--- src/rtl/temp_averager.sv ---
// Moving-average filter over the last 2**DEPTH_LOG2 temperature samples.
// Each accepted sample takes three cycles (IDLE -> SUM -> OUT); the average
// is saturated to 0..63 for a two-digit display and pulsed on avg_valid.
module temp_averager #(
    parameter int SAMPLE_W   = 8,
    parameter int DEPTH_LOG2 = 3
) (
    input  logic                clk,
    input  logic                rst,
    input  logic                clear,
    input  logic [SAMPLE_W-1:0] sample,
    input  logic                sample_valid,
    output logic                sample_ready,
    output logic [5:0]          avg,
    output logic                avg_valid,
    output logic                avg_ovf,
    output logic                window_full
);

    localparam int DEPTH = 1 << DEPTH_LOG2;
    localparam int SUM_W = SAMPLE_W + DEPTH_LOG2;
    localparam int CNT_W = DEPTH_LOG2 + 1;

    typedef enum logic [1:0] {IDLE, SUM, OUT} state_t;

    state_t                state;
    state_t                state_nxt;
    logic [SAMPLE_W-1:0]   buffer [DEPTH];
    logic [DEPTH_LOG2-1:0] wr_ptr;
    logic [CNT_W-1:0]      count;
    logic [SUM_W-1:0]      sum;
    logic [SUM_W-1:0]      quotient;
    logic [SAMPLE_W-1:0]   new_s;
    logic [SAMPLE_W-1:0]   oldest;
    logic                  accept;
    logic                  full;

    assign full         = (count == CNT_W'(DEPTH));
    assign sample_ready = (state == IDLE) && !clear;
    assign accept       = sample_ready && sample_valid;
    assign quotient     = sum >> DEPTH_LOG2;

    // Next-state sequencing: one sample walks IDLE -> SUM -> OUT -> IDLE.
    always_comb begin
        state_nxt = state;
        case (state)
            IDLE:    if (accept) state_nxt = SUM;
            SUM:     state_nxt = OUT;
            OUT:     state_nxt = IDLE;
            default: state_nxt = IDLE;
        endcase
    end

    // State register; clear flushes back to IDLE just like reset.
    always_ff @(posedge clk) begin
        if (rst || clear) state <= IDLE;
        else              state <= state_nxt;
    end

    // Sample buffer and per-sample operands; the evicted sample is captured
    // before the slot is overwritten, and counts as zero until the window is full.
    always_ff @(posedge clk) begin
        if (!rst && accept) begin
            buffer[wr_ptr] <= sample;
            new_s          <= sample;
            oldest         <= full ? buffer[wr_ptr] : '0;
        end
    end

    // Running sum, pointers and the saturated average output.
    always_ff @(posedge clk) begin
        if (rst || clear) begin
            sum         <= '0;
            count       <= '0;
            wr_ptr      <= '0;
            avg         <= '0;
            avg_ovf     <= 1'b0;
            avg_valid   <= 1'b0;
            window_full <= 1'b0;
        end else begin
            avg_valid <= 1'b0;
            case (state)
                SUM: begin
                    // Modular add-then-subtract; the final sum always fits SUM_W.
                    sum         <= sum + SUM_W'(new_s) - SUM_W'(oldest);
                    wr_ptr      <= wr_ptr + DEPTH_LOG2'(1);
                    if (!full) count <= count + CNT_W'(1);
                    window_full <= full || (count == CNT_W'(DEPTH - 1));
                end
                OUT: begin
                    if (full) begin
                        avg_valid <= 1'b1;
                        avg_ovf   <= (quotient > SUM_W'(63));
                        avg       <= (quotient > SUM_W'(63)) ? 6'd63 : quotient[5:0];
                    end
                end
                default: ;
            endcase
        end
    end

endmodule

--- config.mk ---
export PLATFORM = sky130hd
export DESIGN_NAME = temp_averager
export DESIGN_NICKNAME = d
export VERILOG_FILES = /design/src/rtl/temp_averager.sv
export SDC_FILE = /design/constraint.sdc
export NUM_CORES = 1
export LEC_CHECK = 0
export BUFFER_PORTS_ARGS = -buffer_cell sky130_fd_sc_hd__buf_2
export CORE_ASPECT_RATIO = 1.75
export CORE_MARGIN = 1
export CORE_UTILIZATION = 52
export DETAILED_ROUTE_END_ITERATION = 16
export GPL_TIMING_DRIVEN = 1
export PLACE_DENSITY = 0.68
export SLEW_MARGIN = 20
export SYNTH_ARGS = -nofsm -noshare
export SYNTH_HDL_FRONTEND = slang
export SYNTH_SLANG_ARGS = --single-unit
--- constraint.sdc ---
create_clock -name clk -period 4.43 [get_ports clk]
set_input_delay 0.886 -clock clk [delete_from_list [all_inputs] [get_ports clk]]
set_output_delay 0.886 -clock clk [all_outputs]
set_load 0.01 [all_outputs]
==> flow_metrics.tcl <==
set metrics [dict create \
    antenna_cells 0 \
    track_usage_pct 20.62 \
    overflow 0 \
    avgSynthCellArea_um2 14.64 \
    grt_pass1_wl_um 13680 \
    yosysWarnings 0 \
    finalMaxSlewViolations 0 \
    route.detailed.drc 0 \
    post-cts-setup-buffers 0 \
    crit_type "in -> reg" \
    die_h_um 128.9 \
    status "finished clean" \
    grt_pass1_vias 2578 \
    cp-start-kind "primary input" \
    tns_ns 0 \
    crit_chain "buf_2, or2_1, buf_4, nor4b_4, buf_4, nand2b_1, nor2_1" \
    place_congestion 0.8356 \
    grt_start_max_net_pins 27 \
    drt_iter0_drc 82 \
    synth_area_leaders "edfxtp_1 (50%), dfxtp_1 (12%), mux4_2 (7.5%)" \
    fin_skew_ns 0.006937 \
    min_period_over_period_pct 62.74 \
    dieWidth_um 74.54 \
    io_buffer_count 21 \
    netlist_area_um2 4788 \
    hpwl_um 6527 \
    core_um2 8979 \
    maxCapViolations 0 \
    cpMaxStageDelayCell "nor2_1" \
    wl_per_cell_um 18.59 \
    power_uw 2090 \
    cp-end-kind "flip-flop" \
    yosys.area.top_type "edfxtp_1" \
    power_density_nw_per_um2 393.8 \
    synth_top_area_share_pct 50.17 \
    syn_inst 327 \
    ys_seq_area_share_pct 62.29 \
    cts_tree "done" \
    synthFlopType "edfxtp_1" \
    cts_hold_buffers 0 \
    die-area_um2 9612 \
    worstHoldPathType "reg -> reg" \
    setup_viol 0 \
    layout.nets 385 \
    final_core_util_pct 59.11 \
    crit_path_frequent_cell "buf_4" \
    async_reset_ff_share_pct 0 \
    slowest_delay_ns 0.58 \
    area_growth_pct 10.84 \
    postRouteAntennaNets 0 \
    fill_cells 724 \
    core.rowCount 46 \
    numCtsBuffers 9 \
    synth_edf_count 80 \
    routed_wirelength_um 8832 \
    arrival_ns 2.76 \
    clk_latency_ns 0.35 \
    vdd.ir_drop.worst_mv 0.3601 \
    num_vias 2577 \
    crit_fanout 26 \
    worstPathRequired_ns 4.41 \
    clock_path_buffers 2 \
    grt_setup_unrepaired "false" \
    worst_slack_ns 1.650 \
    numClockSinks 109 \
    max_clock_freq_mhz 359.8 \
    cts_root_buf "clkbuf_16" \
    vias_per_cell 5.425 \
    start_util_pct 53.33 \
    hold_slack_ns 0.4555 \
    worst_pin_slew_ns 0.9636 \
    post_cts_resized 0 \
    hold_viol_final 0 \
    drtPass1Iterations 4 \
    ys_ff_latch 109 \
    power.leakage_uw 0.001892 \
    drive_above_1_share_pct 18.31 \
    clk_pin_slew_ns 0.07 \
    synth.distinct_cells 44 \
    worst_path_dominant_cell_family "simple AND/OR/NAND/NOR gates" \
    io_pins 22 \
    h-tree-depth 3 \
    synth_common_cells "edfxtp_1 (80), inv_1 (37), dfxtp_1 (29), nor2_1 (29), mux4_2 (16)" \
    relSlewSlack_pct 35.67 \
    antenna_found_initial 0 \
    min_period_ns 2.780 \
    synth_nets 362 \
    pre_cts_ws_ns 1.265 \
    yosysMostFrequentCell "edfxtp_1" \
    crit_buf_inv 3 \
]
## report_power, final
| part | switching [uW] | total [uW] | internal (uW) | leakage, uW |
|---|---|---|---|---|
| registers | 4.67 | 1110 | 1100 | 0.000960 |
| clock network | 372 | 877 | 505 | 0.000164 |
| logic | 66.0 | 107 | 40.9 | 0.000768 |
| total | 443 | 2090 | 1650 | 0.00189 |
## layout make-up
| type | count | area, um2 | share of cell area (%) |
|---|---|---|---|
| clock buffers | 9 | 225.2 | 4.243 |
| clock inverters | 7 | 105.1 | 1.980 |
| inverters | 37 | 138.9 | 2.617 |
| multi-input cells | 168 | 1570 | 29.59 |
| flip-flops and latches | 109 | 2983 | 56.20 |
| well taps | 120 | 150.1 | 2.829 |
| repair buffers | 25 | 135.1 | 2.546 |
## worst min-delay path, stage by stage (launching register included)
cell     delay, ns
dfxtp_1       0.31
nand2_1       0.05
a21oi_1       0.05
## logic make-up after synthesis
logic type / after synthesis / share of synthesized area [%]
XOR/XNOR: 13 / 2.378
AO/OA/AOI/OAI: 42 / 6.402
adder cells (fa/ha/maj): 23 / 7.264
buffers and inverters: 50 / 4.912
flip-flops: 109 / 62.29
AND/OR/NAND/NOR: 66 / 7.552
multiplexers: 24 / 9.198
## metal layers
metal  global-route usage, %  share of wire, %  up-vias
li1                        -                 -     1239
met1                   21.02                36     1282
met2                   38.69                59       39
met3                   2.193               1.8       17
met4                   12.21               3.9        0
met5                       0                 0        -
## final timing paths
check / end / cells after the start / from / slack (ns)
setup / recovery: buffer[2][7] / 7 / clear / 1.65
hold / removal: sum[4] / 2 / sum[4] / 0.46
setup reg to reg: sum[8] / 9 / sum[1] / 1.88
hold reg to reg: sum[4] / 2 / sum[4] / 0.46
## state kept, by name, summed over array words and instances (netlist names), 2 cells and up
signal / cells
avg: 6
buffer: 64
count: 4
new_s: 8
oldest: 8
state: 2
sum: 11
wr_ptr: 3
## placed cells by master, fill, tap and decap left out, types with 6 or more instances in the layout
cell        n
a21oi_1     9
a22o_1      6
a311oi_1    6
buf_2      21
clkbuf_16   9
dfxtp_1    29
edfxtp_1   80
fa_1        8
ha_1       15
inv_1      37
mux2i_1     8
mux4_2     16
nand2_1    14
nor2_1     29
xor2_1      8
## stage by stage
stage                     area [um2]  std cells
after floorplan                 4788        327
after global placement          4977        459
after detailed placement        4977        459
after CTS                       5308        475
after global routing            5308        475
final                           5308        475
Power figures use the tool's default switching activity.
